### config.mk
export PLATFORM = sky130hd
export DESIGN_NAME = alu_req_scheduler_flat
export DESIGN_NICKNAME = d
export VERILOG_FILES = /design/src/rtl/alu_ctrl_pkg.sv /design/src/rtl/alu_req_scheduler_if.sv /design/src/rtl/alu_iter_core.sv /design/src/rtl/alu_req_scheduler.sv /design/src/flat_wrapper.sv
export SDC_FILE = /design/constraint.sdc
export NUM_CORES = 1
export LEC_CHECK = 0
export CAP_MARGIN = 15
export CORE_ASPECT_RATIO = 0.75
export CORE_UTILIZATION = 46
export DETAILED_ROUTE_END_ITERATION = 6
export PLACE_DENSITY = 0.69
export SYNTH_ARGS = -nofsm -noshare
export SYNTH_HDL_FRONTEND = slang
export SYNTH_HIERARCHICAL = 1
export SYNTH_SLANG_ARGS = --single-unit
### constraint.sdc
create_clock -name clk -period 3.6 [get_ports clk]
set_input_delay 0.54 -clock clk [delete_from_list [all_inputs] [get_ports clk]]
set_output_delay 0.54 -clock clk [all_outputs]
set_load 0.01 [all_outputs]
### src/rtl/alu_ctrl_pkg.sv
// Shared opcode, FSM state and constant definitions for the ALU request scheduler.
// Also holds a small helper that tells the multi-cycle ops apart from the single-cycle ones.
package alu_ctrl_pkg;

  localparam logic [1:0] OP_ADD = 2'b00;
  localparam logic [1:0] OP_SUB = 2'b01;
  localparam logic [1:0] OP_MUL = 2'b10;
  localparam logic [1:0] OP_DIV = 2'b11;

  // Wide enough for any RW; users slice off the low RW bits.
  localparam logic [31:0] DIV0_RESULT = '1;

  typedef enum logic [1:0] {
    IDLE = 2'b00,
    EXEC = 2'b01,
    RESP = 2'b10
  } state_t;

  // mul and div iterate W cycles; add and sub finish in one.
  function automatic logic is_iter(input logic [1:0] op);
    return op[1];
  endfunction

endpackage

### src/rtl/alu_req_scheduler_if.sv
// Request/response bundle between the two requesters, the scheduler and the result consumer.
// The master side drives requests and rsp_ready; the slave (scheduler) side answers.
interface alu_req_scheduler_if #(
  parameter int W  = 3,
  parameter int RW = 2 * W
) ();

  logic          req0_valid;
  logic          req0_ready;
  logic [1:0]    req0_op;
  logic [W-1:0]  req0_a;
  logic [W-1:0]  req0_b;

  logic          req1_valid;
  logic          req1_ready;
  logic [1:0]    req1_op;
  logic [W-1:0]  req1_a;
  logic [W-1:0]  req1_b;

  logic          rsp_valid;
  logic          rsp_ready;
  logic          rsp_id;
  logic [RW-1:0] rsp_data;
  logic          rsp_err;
  logic          busy;

  modport master (
    output req0_valid, req0_op, req0_a, req0_b,
    output req1_valid, req1_op, req1_a, req1_b,
    output rsp_ready,
    input  req0_ready, req1_ready,
    input  rsp_valid, rsp_id, rsp_data, rsp_err, busy
  );

  modport slave (
    input  req0_valid, req0_op, req0_a, req0_b,
    input  req1_valid, req1_op, req1_a, req1_b,
    input  rsp_ready,
    output req0_ready, req1_ready,
    output rsp_valid, rsp_id, rsp_data, rsp_err, busy
  );

endinterface

### src/rtl/alu_iter_core.sv
// Iterative add/sub/mul/div datapath: start loads operands, each step advances one iteration.
// result/err are meaningful on the step where done is high, so the caller can register them directly.
module alu_iter_core
  import alu_ctrl_pkg::*;
#(
  parameter int W  = 3,
  parameter int RW = 2 * W
) (
  input  logic          clk,
  input  logic          rst_n,
  input  logic          start,
  input  logic          step,
  input  logic [1:0]    op,
  input  logic [W-1:0]  a,
  input  logic [W-1:0]  b,
  output logic          done,
  output logic [RW-1:0] result,
  output logic          err
);

  localparam int CW = $clog2(W + 1);

  logic [1:0]    op_q;
  logic [W-1:0]  a_q;
  logic [W-1:0]  b_q;
  logic [RW-1:0] mcand_q;
  logic [RW-1:0] acc_q;
  logic [W-1:0]  rem_q;
  logic [CW-1:0] cnt_q;

  logic [RW-1:0] acc_next;
  logic [W-1:0]  rem_next;
  logic [W:0]    trial;
  logic          qbit;

  // mul: shift-add over b LSB first; div: restoring division over a MSB first.
  always_comb begin
    acc_next = acc_q;
    rem_next = rem_q;
    trial    = {rem_q, a_q[W-1]};
    qbit     = 1'b0;
    result   = acc_q;
    err      = 1'b0;
    unique case (op_q)
      OP_ADD: result = RW'(a_q) + RW'(b_q);
      OP_SUB: result = RW'(a_q) - RW'(b_q);
      OP_MUL: begin
        acc_next = acc_q + (b_q[0] ? mcand_q : '0);
        result   = acc_next;
      end
      OP_DIV: begin
        qbit     = (trial >= {1'b0, b_q});
        rem_next = qbit ? W'(trial - {1'b0, b_q}) : trial[W-1:0];
        acc_next = {acc_q[RW-2:0], qbit};
        err      = (b_q == '0);
        result   = err ? DIV0_RESULT[RW-1:0] : acc_next;
      end
      default: result = acc_q;
    endcase
  end

  assign done = (cnt_q == CW'(1));

  always_ff @(posedge clk or negedge rst_n) begin
    if (!rst_n) begin
      op_q    <= OP_ADD;
      a_q     <= '0;
      b_q     <= '0;
      mcand_q <= '0;
      acc_q   <= '0;
      rem_q   <= '0;
      cnt_q   <= '0;
    end else if (start) begin
      op_q    <= op;
      a_q     <= a;
      b_q     <= b;
      mcand_q <= RW'(a);
      acc_q   <= '0;
      rem_q   <= '0;
      cnt_q   <= is_iter(op) ? CW'(W) : CW'(1);
    end else if (step) begin
      acc_q   <= acc_next;
      rem_q   <= rem_next;
      mcand_q <= mcand_q << 1;
      cnt_q   <= cnt_q - CW'(1);
      if (op_q == OP_MUL) b_q <= b_q >> 1;
      if (op_q == OP_DIV) a_q <= a_q << 1;
    end
  end

endmodule

### src/rtl/alu_req_scheduler.sv
// Round-robin scheduler sharing one iterative ALU between two requesters.
// Owns arbitration, the IDLE/EXEC/RESP sequencing and the registered response channel.
module alu_req_scheduler
  import alu_ctrl_pkg::*;
#(
  parameter int W  = 3,
  parameter int RW = 2 * W
) (
  input  logic              clk,
  input  logic              rst_n,
  input  logic              ena,
  alu_req_scheduler_if.slave bus
);

  state_t        state;
  logic          last_grant;
  logic          owner_id;
  logic          any_req;
  logic          grant_id;
  logic          handshake;
  logic [1:0]    sel_op;
  logic [W-1:0]  sel_a;
  logic [W-1:0]  sel_b;

  logic          core_step;
  logic          core_done;
  logic          core_err;
  logic [RW-1:0] core_result;

  logic          rsp_valid_q;
  logic          rsp_id_q;
  logic          rsp_err_q;
  logic [RW-1:0] rsp_data_q;

  // With both requesters asking, the one served less recently wins.
  always_comb begin
    any_req   = bus.req0_valid | bus.req1_valid;
    grant_id  = (bus.req0_valid && bus.req1_valid) ? ~last_grant : ~bus.req0_valid;
    handshake = (state == IDLE) && ena && any_req;
    sel_op    = grant_id ? bus.req1_op : bus.req0_op;
    sel_a     = grant_id ? bus.req1_a  : bus.req0_a;
    sel_b     = grant_id ? bus.req1_b  : bus.req0_b;
  end

  assign bus.req0_ready = handshake & ~grant_id;
  assign bus.req1_ready = handshake &  grant_id;
  assign core_step      = (state == EXEC) && ena;

  alu_iter_core #(.W(W), .RW(RW)) u_core (
    .clk    (clk),
    .rst_n  (rst_n),
    .start  (handshake),
    .step   (core_step),
    .op     (sel_op),
    .a      (sel_a),
    .b      (sel_b),
    .done   (core_done),
    .result (core_result),
    .err    (core_err)
  );

  // Everything freezes while ena is low, including a pending response transfer.
  always_ff @(posedge clk or negedge rst_n) begin
    if (!rst_n) begin
      state       <= IDLE;
      last_grant  <= 1'b1;
      owner_id    <= 1'b0;
      rsp_valid_q <= 1'b0;
      rsp_id_q    <= 1'b0;
      rsp_err_q   <= 1'b0;
      rsp_data_q  <= '0;
    end else if (ena) begin
      unique case (state)
        IDLE: begin
          if (any_req) begin
            last_grant <= grant_id;
            owner_id   <= grant_id;
            state      <= EXEC;
          end
        end
        EXEC: begin
          if (core_done) begin
            rsp_valid_q <= 1'b1;
            rsp_data_q  <= core_result;
            rsp_err_q   <= core_err;
            rsp_id_q    <= owner_id;
            state       <= RESP;
          end
        end
        RESP: begin
          if (bus.rsp_ready) begin
            rsp_valid_q <= 1'b0;
            state       <= IDLE;
          end
        end
        default: state <= IDLE;
      endcase
    end
  end

  assign bus.rsp_valid = rsp_valid_q;
  assign bus.rsp_id    = rsp_id_q;
  assign bus.rsp_data  = rsp_data_q;
  assign bus.rsp_err   = rsp_err_q;
  assign bus.busy      = (state != IDLE);

endmodule

### src/flat_wrapper.sv
// flat-port wrapper written by rule: the top's interface ports become plain ports
module alu_req_scheduler_flat import alu_ctrl_pkg::*;
#(
  parameter int W  = 3,
  parameter int RW = 2 * W
)
  (clk, rst_n, ena, bus_req0_valid, bus_req0_op, bus_req0_a, bus_req0_b, bus_req1_valid, bus_req1_op, bus_req1_a, bus_req1_b, bus_rsp_ready, bus_req0_ready, bus_req1_ready, bus_rsp_valid, bus_rsp_id, bus_rsp_data, bus_rsp_err, bus_busy);
  alu_req_scheduler_if #(.W(W), .RW(RW)) bus_i ();
  input  logic clk;
  input  logic rst_n;
  input  logic ena;
  input wire logic [$bits(bus_i.req0_valid)-1:0] bus_req0_valid;
  input wire logic [$bits(bus_i.req0_op)-1:0] bus_req0_op;
  input wire logic [$bits(bus_i.req0_a)-1:0] bus_req0_a;
  input wire logic [$bits(bus_i.req0_b)-1:0] bus_req0_b;
  input wire logic [$bits(bus_i.req1_valid)-1:0] bus_req1_valid;
  input wire logic [$bits(bus_i.req1_op)-1:0] bus_req1_op;
  input wire logic [$bits(bus_i.req1_a)-1:0] bus_req1_a;
  input wire logic [$bits(bus_i.req1_b)-1:0] bus_req1_b;
  input wire logic [$bits(bus_i.rsp_ready)-1:0] bus_rsp_ready;
  output wire logic [$bits(bus_i.req0_ready)-1:0] bus_req0_ready;
  output wire logic [$bits(bus_i.req1_ready)-1:0] bus_req1_ready;
  output wire logic [$bits(bus_i.rsp_valid)-1:0] bus_rsp_valid;
  output wire logic [$bits(bus_i.rsp_id)-1:0] bus_rsp_id;
  output wire logic [$bits(bus_i.rsp_data)-1:0] bus_rsp_data;
  output wire logic [$bits(bus_i.rsp_err)-1:0] bus_rsp_err;
  output wire logic [$bits(bus_i.busy)-1:0] bus_busy;
  assign bus_i.req0_valid = bus_req0_valid;
  assign bus_i.req0_op = bus_req0_op;
  assign bus_i.req0_a = bus_req0_a;
  assign bus_i.req0_b = bus_req0_b;
  assign bus_i.req1_valid = bus_req1_valid;
  assign bus_i.req1_op = bus_req1_op;
  assign bus_i.req1_a = bus_req1_a;
  assign bus_i.req1_b = bus_req1_b;
  assign bus_i.rsp_ready = bus_rsp_ready;
  assign bus_req0_ready = bus_i.req0_ready;
  assign bus_req1_ready = bus_i.req1_ready;
  assign bus_rsp_valid = bus_i.rsp_valid;
  assign bus_rsp_id = bus_i.rsp_id;
  assign bus_rsp_data = bus_i.rsp_data;
  assign bus_rsp_err = bus_i.rsp_err;
  assign bus_busy = bus_i.busy;
  alu_req_scheduler #(.W(W), .RW(RW)) u_core (.clk(clk), .rst_n(rst_n), .ena(ena), .bus(bus_i));
endmodule
==> out/summary.json <==
{
  "critPathArrivalTime": {"value": 2.29, "unit": "ns"},
  "final_clock_skew": {"value": 0.00612, "unit": "ns"},
  "area_of_the_die": {"value": 0.00571, "unit": "sq mm"},
  "rsz0062_at_grt": {"value": "no"},
  "reg2reg_depth": {"value": 8},
  "post_synth_xor_area_fraction": {"value": 3.17, "unit": "%"},
  "number_of_global_route_vias_before_repair": {"value": 1719},
  "r2r-end": {"value": "u_core/bus.rsp_data[0]"},
  "leakage_power_of_the_design": {"value": 0.00138, "unit": "uW"},
  "syn-mean-instance-area": {"value": 9.95, "unit": "sq um"},
  "detailedRoute.firstPassIterationCount": {"value": 5},
  "drtIter0Drc": {"value": 97},
  "setup.worst_path.class": {"value": "in -> out"},
  "reg2reg_start": {"value": "u_core/u_core/b_q[1]"},
  "clk_transition_reported_paths": {"value": 0.08, "unit": "ns"},
  "io_buffers": {"value": 33},
  "n_fill_cell": {"value": 452},
  "floorplan.io_pins": {"value": 34},
  "clockBufferDepth": {"value": 2},
  "netlist_area": {"value": 0.00249, "unit": "sq mm"},
  "antenna_cells_inserted": {"value": 0},
  "num_vias": {"value": 1886},
  "power_per_cell_area": {"value": 853, "unit": "mW/mm^2"},
  "placedInstanceArea": {"value": 0.00287, "unit": "sq mm"},
  "synth_simple_gate_area_share": {"value": 14.2, "unit": "%"},
  "class_of_the_tightest_hold_or_removal_check": {"value": "in -> async"},
  "largest_family_of_logic_cells_by_synthesized_area": {"value": "compound AO/OA/AOI/OAI gates"},
  "min_period": {"value": 2.83, "unit": "ns"},
  "final_cell_area": {"value": 0.00296, "unit": "sq mm"},
  "global_route.overflow_total": {"value": 0},
  "layout-area-overhead-vs-synth": {"value": 19.0, "unit": "%"},
  "worst-slew-pin-transition": {"value": 0.851, "unit": "ns"},
  "route.detailed.drc": {"value": 0},
  "seq_area_frac_synth": {"value": 38.3, "unit": "%"},
  "detailed_placer_s_ending_hpwl": {"value": 3850, "unit": "um"},
  "antenna_left": {"value": 0},
  "route.detailed.vias_per_inst": {"value": 5.31},
  "yosysWarnings": {"value": 6},
  "commonest_non_fill_non_tap_cells_in_the_layout": {"value": "37 x sky130_fd_sc_hd__dfrtp_1, 32 x sky130_fd_sc_hd__clkdlybuf4s50_1, 31 x sky130_fd_sc_hd__nand2_1"},
  "cp-start-kind": {"value": "input pin"},
  "report.final.hold_viol_count": {"value": 0},
  "placeableCoreArea": {"value": 0.00504, "unit": "sq mm"},
  "outcome": {"value": "finished clean"},
  "setup_viol_count_final": {"value": 0},
  "final_layout_size_suffix_gt1_share": {"value": 13.8, "unit": "%"},
  "setup_tns": {"value": 0, "unit": "ns"},
  "cts.repair_timing.setup_buffer_count": {"value": 0},
  "layout_commonest_cell": {"value": "sky130_fd_sc_hd__dfrtp_1"},
  "rows": {"value": 22},
  "cap_violations": {"value": 0},
  "gr-usage-all-layers": {"value": 20.0, "unit": "%"},
  "synthesized_flop_and_latch_total": {"value": 38},
  "fin_total_pwr": {"value": 2530, "unit": "uW"},
  "wl_per_cell": {"value": 14.4, "unit": "um"},
  "clockRootBuffer": {"value": "sky130_fd_sc_hd__clkbuf_8"},
  "hold_buffers": {"value": 0},
  "cts.repair.resized": {"value": 0},
  "synthesis.instances": {"value": 250},
  "pins_over_their_slew_limit": {"value": 0},
  "cts.sinks": {"value": 38},
  "routed_wl": {"value": 5120, "unit": "um"},
  "numCtsBuffers": {"value": 5},
  "final_min_period_over_clock_period": {"value": 78.6, "unit": "%"},
  "clk_latency": {"value": 0.29, "unit": "ns"},
  "grt_start_max_net_pins": {"value": 39},
  "endpoint_kind": {"value": "primary output"},
  "critical_path.max_fanout": {"value": 5},
  "peak_vdd_ir": {"value": 0.000471, "unit": "V"},
  "starting_utilization_of_the_core_area": {"value": 49.4, "unit": "%"},
  "floorplan.die.width": {"value": 86.9, "unit": "um"},
  "synth-adder-area-share": {"value": 10.8, "unit": "%"},
  "cts-htree-levels": {"value": 2},
  "regToRegSetupSlack": {"value": 1.12, "unit": "ns"},
  "tritoncts": {"value": "yes"},
  "dominantRegCellSynth": {"value": "sky130_fd_sc_hd__dfrtp_1"},
  "share_of_flip_flops_with_an_asynchronous_set_or_reset_after_synthesis": {"value": 100, "unit": "%"},
  "grt_first_pass_wirelength": {"value": 8540, "unit": "um"},
  "grt_antenna_before_repair": {"value": 0},
  "design.final.nets": {"value": 323},
  "synth_compound_area_share": {"value": 15.8, "unit": "%"},
  "gpl.final_weighted_congestion": {"value": 0.864},
  "synth_edf_count": {"value": 0},
  "die_h": {"value": 65.7, "unit": "um"},
  "muxShareOfSynthArea": {"value": 13.5, "unit": "%"},
  "worst-endpoint-required": {"value": 3.06, "unit": "ns"},
  "synth.distinct_cells": {"value": 48},
  "achievable-frequency": {"value": 0.353, "unit": "GHz"},
  "synth_nets": {"value": 291},
  "headroom_to_the_max_slew_limit": {"value": 43.2, "unit": "%"}
}
[Yosys cell counts (all sizes together) (2+ instances only)]
cell	n	area share, %
nand2	34	5.8
a21o	3	0.90
a222oi	2	0.80
o211ai	3	1.1
and2	7	1.8
buf	5	1.2
ha	15	7.5
fa	4	3.2
mux2	17	9.0
o21ai	21	4.2
clkbuf	5	0.80
nand3	8	1.6
nor2	12	1.8
a22o	3	1.1
a21oi	12	2.6
xnor2	5	1.8
xor2	4	1.4
nand2b	3	0.75
dfrtp	37	37
inv	15	2.3
mux2i	11	4.4
a31oi	7	1.8
[kinds of logic after synthesis]
kind of cell,count (synthesis)
AOI/OAI and AO/OA,60
and+or+nand+nor,71
adders and majority gates,19
buffers and inverters,25
xor gates and xnor gates,9
DFF,38
muxes,28
[where the power goes]
group | leakage [uW] | switching (uW) | total, uW | internal (uW)
Combinational | 0.000852 | 648 | 1350 | 700
Clock | 0.0000482 | 145 | 299 | 155
Sequential | 0.000482 | 262 | 879 | 617
[sequential cells by signal, summed over array words and instances, names as in the netlist]
register,flops
u_core/state,2
u_core/u_core/rem_q,3
u_core/bus.rsp_valid,1
u_core/last_grant,1
u_core/u_core/b_q,3
u_core/bus.rsp_data,6
u_core/bus.rsp_err,1
u_core/u_core/mcand_q,6
u_core/u_core/a_q,3
u_core/u_core/op_q,2
u_core/u_core/acc_q,6
u_core/bus.rsp_id,1
u_core/owner_id,1
u_core/u_core/cnt_q,2
[routing by layer]
layer	global-route usage (%)	share of wire (%)	vias up
met5	0	0	-
met4	5.00	0.47	0
met3	4.52	3.1	2
met2	27.8	41	36
met1	30.7	55	908
li1	-	-	940
[final cells by class]
class	instances	area, sq um	area share [%]
inverter	15	56.3	1.90
clock inverter	1	5.00	0.169
clock buffer	7	86.3	2.92
timing repair buffer	35	340	11.5
sequential	38	952	32.2
tap	72	90.1	3.04
multi-input combinational	187	1430	48.3
[how the worst max path moves through the flow]
stage                               from                endpoint  slack, ns  cells past startpoint
global placement          bus_req1_valid          bus_req1_ready       0.86                      5
finish                    bus_req1_valid          bus_req1_ready       0.77                      5
floorplan           u_core/u_core/b_q[1]  u_core/bus.rsp_data[0]       1.41                      8
CTS                       bus_req1_valid          bus_req1_ready       0.78                      5
global route              bus_req1_valid          bus_req1_ready       0.63                      5
detailed placement        bus_req1_valid          bus_req1_ready       0.79                      5
[per-stage QoR]
| step | hold WS (ns) | setup slack [ns] | std cells | utilization, % |
|---|---|---|---|---|
| after CTS | 0.381 | 0.784 | 355 | 58.8 |
| after global placement | 0.496 | 0.856 | 347 | 57.0 |
| after detailed placement | 0.495 | 0.793 | 347 | 57.0 |
| after floorplan | 0.244 | 1.41 | 250 | - |
| final | 0.356 | 0.771 | 355 | 58.8 |
| after global routing | 0.421 | 0.633 | 355 | 58.8 |
[worst max-delay path: stages]
cell and delay, ns:
sky130_fd_sc_hd__clkdlybuf4s50_1 0.50, sky130_fd_sc_hd__inv_1 0.05, sky130_fd_sc_hd__o21ai_0 0.47, sky130_fd_sc_hd__and2_1 0.21, sky130_fd_sc_hd__clkdlybuf4s50_1 0.53
No activity file was read; power rests on OpenSTA's default activity.
==> variant (same settings) <==
`W` is set to 3 in 4 places; all go to 5.
--- a/src/rtl/alu_req_scheduler_if.sv
+++ b/src/rtl/alu_req_scheduler_if.sv
@@ -1,7 +1,7 @@
 // Request/response bundle between the two requesters, the scheduler and the result consumer.
 // The master side drives requests and rsp_ready; the slave (scheduler) side answers.
 interface alu_req_scheduler_if #(
-  parameter int W  = 3,
+  parameter int W  = 5,
   parameter int RW = 2 * W
 ) ();
 
--- a/src/rtl/alu_iter_core.sv
+++ b/src/rtl/alu_iter_core.sv
@@ -3,7 +3,7 @@
 module alu_iter_core
   import alu_ctrl_pkg::*;
 #(
-  parameter int W  = 3,
+  parameter int W  = 5,
   parameter int RW = 2 * W
 ) (
   input  logic          clk,
--- a/src/rtl/alu_req_scheduler.sv
+++ b/src/rtl/alu_req_scheduler.sv
@@ -3,7 +3,7 @@
 module alu_req_scheduler
   import alu_ctrl_pkg::*;
 #(
-  parameter int W  = 3,
+  parameter int W  = 5,
   parameter int RW = 2 * W
 ) (
   input  logic              clk,
--- a/src/flat_wrapper.sv
+++ b/src/flat_wrapper.sv
@@ -1,7 +1,7 @@
 // flat-port wrapper written by rule: the top's interface ports become plain ports
 module alu_req_scheduler_flat import alu_ctrl_pkg::*;
 #(
-  parameter int W  = 3,
+  parameter int W  = 5,
   parameter int RW = 2 * W
 )
   (clk, rst_n, ena, bus_req0_valid, bus_req0_op, bus_req0_a, bus_req0_b, bus_req1_valid, bus_req1_op, bus_req1_a, bus_req1_b, bus_rsp_ready, bus_req0_ready, bus_req1_ready, bus_rsp_valid, bus_rsp_id, bus_rsp_data, bus_rsp_err, bus_busy);
Interface: changed (5 resized); port bits go from 34 to 46. The function was not compared with the original's and may differ.
==> variant against the original RTL <==
Synthesized area up 57%; sequential share of layout area down 2.4 points; setup slack worse by 120 ps; routed wire length up 91%; via count up 75%; power up 83%; sequential cell count up 19; utilization up 0.81 points; non-clock buffer count up 17; final area up 62%; critical path type unchanged; largest power group unchanged.
==> variant: results <==
metrics = {
    "sta": {
        "final.setup_skew_ps": 6.551,
        "finalHoldWorstSlack_ps": 216.1,
        "tightest_slew_ps": 636.7,
    },
    "setup_path": {
        "cp-startpoint": "ena",
        "ff2ff_setup_slack_ps": 820,
        "r2r_start": "u_core/u_core/b_q[0]",
        "r2r_end": "u_core/bus.rsp_data[8]",
        "r2r_cells": 11,
        "cp_data_arrival_time_ps": 2410,
    },
    "global_routing": {
        "gr-usage-met2": 0.3841,
        "met3_usage": 0.04683,
        "grt_max_degree": 38,
        "grt_pass1_wl_um": 16710,
        "grt_usage": 0.2503,
        "gr-usage-met1": 0.3479,
    },
    "cts": {
        "clock_latency_ps": 330,
        "clkTransAtPathRegs_ps": 50,
        "h-tree-depth": 3,
        "cts_root_buf": "clkbuf_16",
        "cts_buffers": 9,
    },
    "route": {
        "first_iter_violations": 240,
        "routed_wl_um": 9800,
        "wl_met3_um": 658,
        "dr.pass1.iters": 4,
        "vias": 3309,
        "wl_met2_um": 4176,
        "wl_met1_um": 4741,
    },
    "placement": {
        "portBuffers": 45,
        "place_inst": 559,
        "dp_hpwl_um": 7099,
        "place_ws_ps": 575.7,
        "place_congestion": 0.8736,
    },
    "pwr": {
        "ir_drop_mv": 0.3779,
        "p_int_mw": 2.731,
        "p_leak_nw": 2.179,
    },
    "yosys": {
        "netlist_instances": 422,
        "yosysSeqAreaShare": 0.3665,
        "synth_area_leaders": "dfrtp_1 (36%), ha_1 (8.4%), mux2_2 (4.9%)",
        "ys_types": 54,
        "ys_top_cells_by_count": "dfrtp_1 (56), nand2_1 (46), a21oi_1 (32)",
    },
    "layout": {
        "nNetsFinal": 525,
        "drive_above_1_share": 0.1277,
    },
    "outcome": {
        "status": "complete, no violations",
    },
}
variant: area by class of cell:
class | count | area (sq um)
flip-flops and latches | 57 | 1428
multi-input cells | 321 | 2287
clock buffers | 9 | 225.2
inverters | 24 | 90.09
well taps | 105 | 131.4
clock inverters | 7 | 141.4
repair buffers | 52 | 498.0
fillers | 714 | 3257
variant: stage by stage:
step | instance area (sq um) | power [mW]
floorplan | 3895 | 2.841
global placement | 4434 | 3.462
detailed placement | 4434 | 3.524
CTS | 4801 | 4.604
global route | 4801 | 4.982
finish | 4801 | 4.614
variant: cells by family (layout without fill, tap and decap cells):
| group | count (synthesis) | count (layout) | share of synthesized area |
|---|---|---|---|
| xor gates and xnor gates | 14 | 14 | 0.03148 |
| adders and majority gates | 30 | 30 | 0.1041 |
| muxes | 38 | 38 | 0.1134 |
| DFF | 57 | 57 | 0.3665 |
| and+or+nand+nor | 125 | 125 | 0.1552 |
| buffers and inverters | 44 | 92 | 0.04626 |
| AOI/OAI and AO/OA | 114 | 114 | 0.1831 |
variant: worst max-delay path, stage by stage:
cell and delay (ps):
clkdlybuf4s50_1 520, nor3b_1 480, o21a_1 210, and2_1 120, clkdlybuf4s50_1 530
variant: power groups by stage:
stage / combinational (mW) / clock (mW) / sequential (mW)
floorplan: 1.71 / 0 / 1.14
global placement: 2.24 / 0 / 1.22
detailed placement: 2.29 / 0 / 1.23
CTS: 2.32 / 1.06 / 1.23
global route: 2.62 / 1.08 / 1.28
finish: 2.33 / 1.05 / 1.23
variant: worst max path at each step:
stage,endpoint,slack [ps],cells past startpoint
6_report,bus_req1_ready,650,5
3_3_place_gp,u_core/u_core/acc_q[7],720,7
5_1_grt,bus_req1_ready,500,5
3_5_place_dp,u_core/u_core/a_q[4],580,7
4_1_cts,bus_req1_ready,630,5
2_1_floorplan,u_core/bus.rsp_data[8],980,12
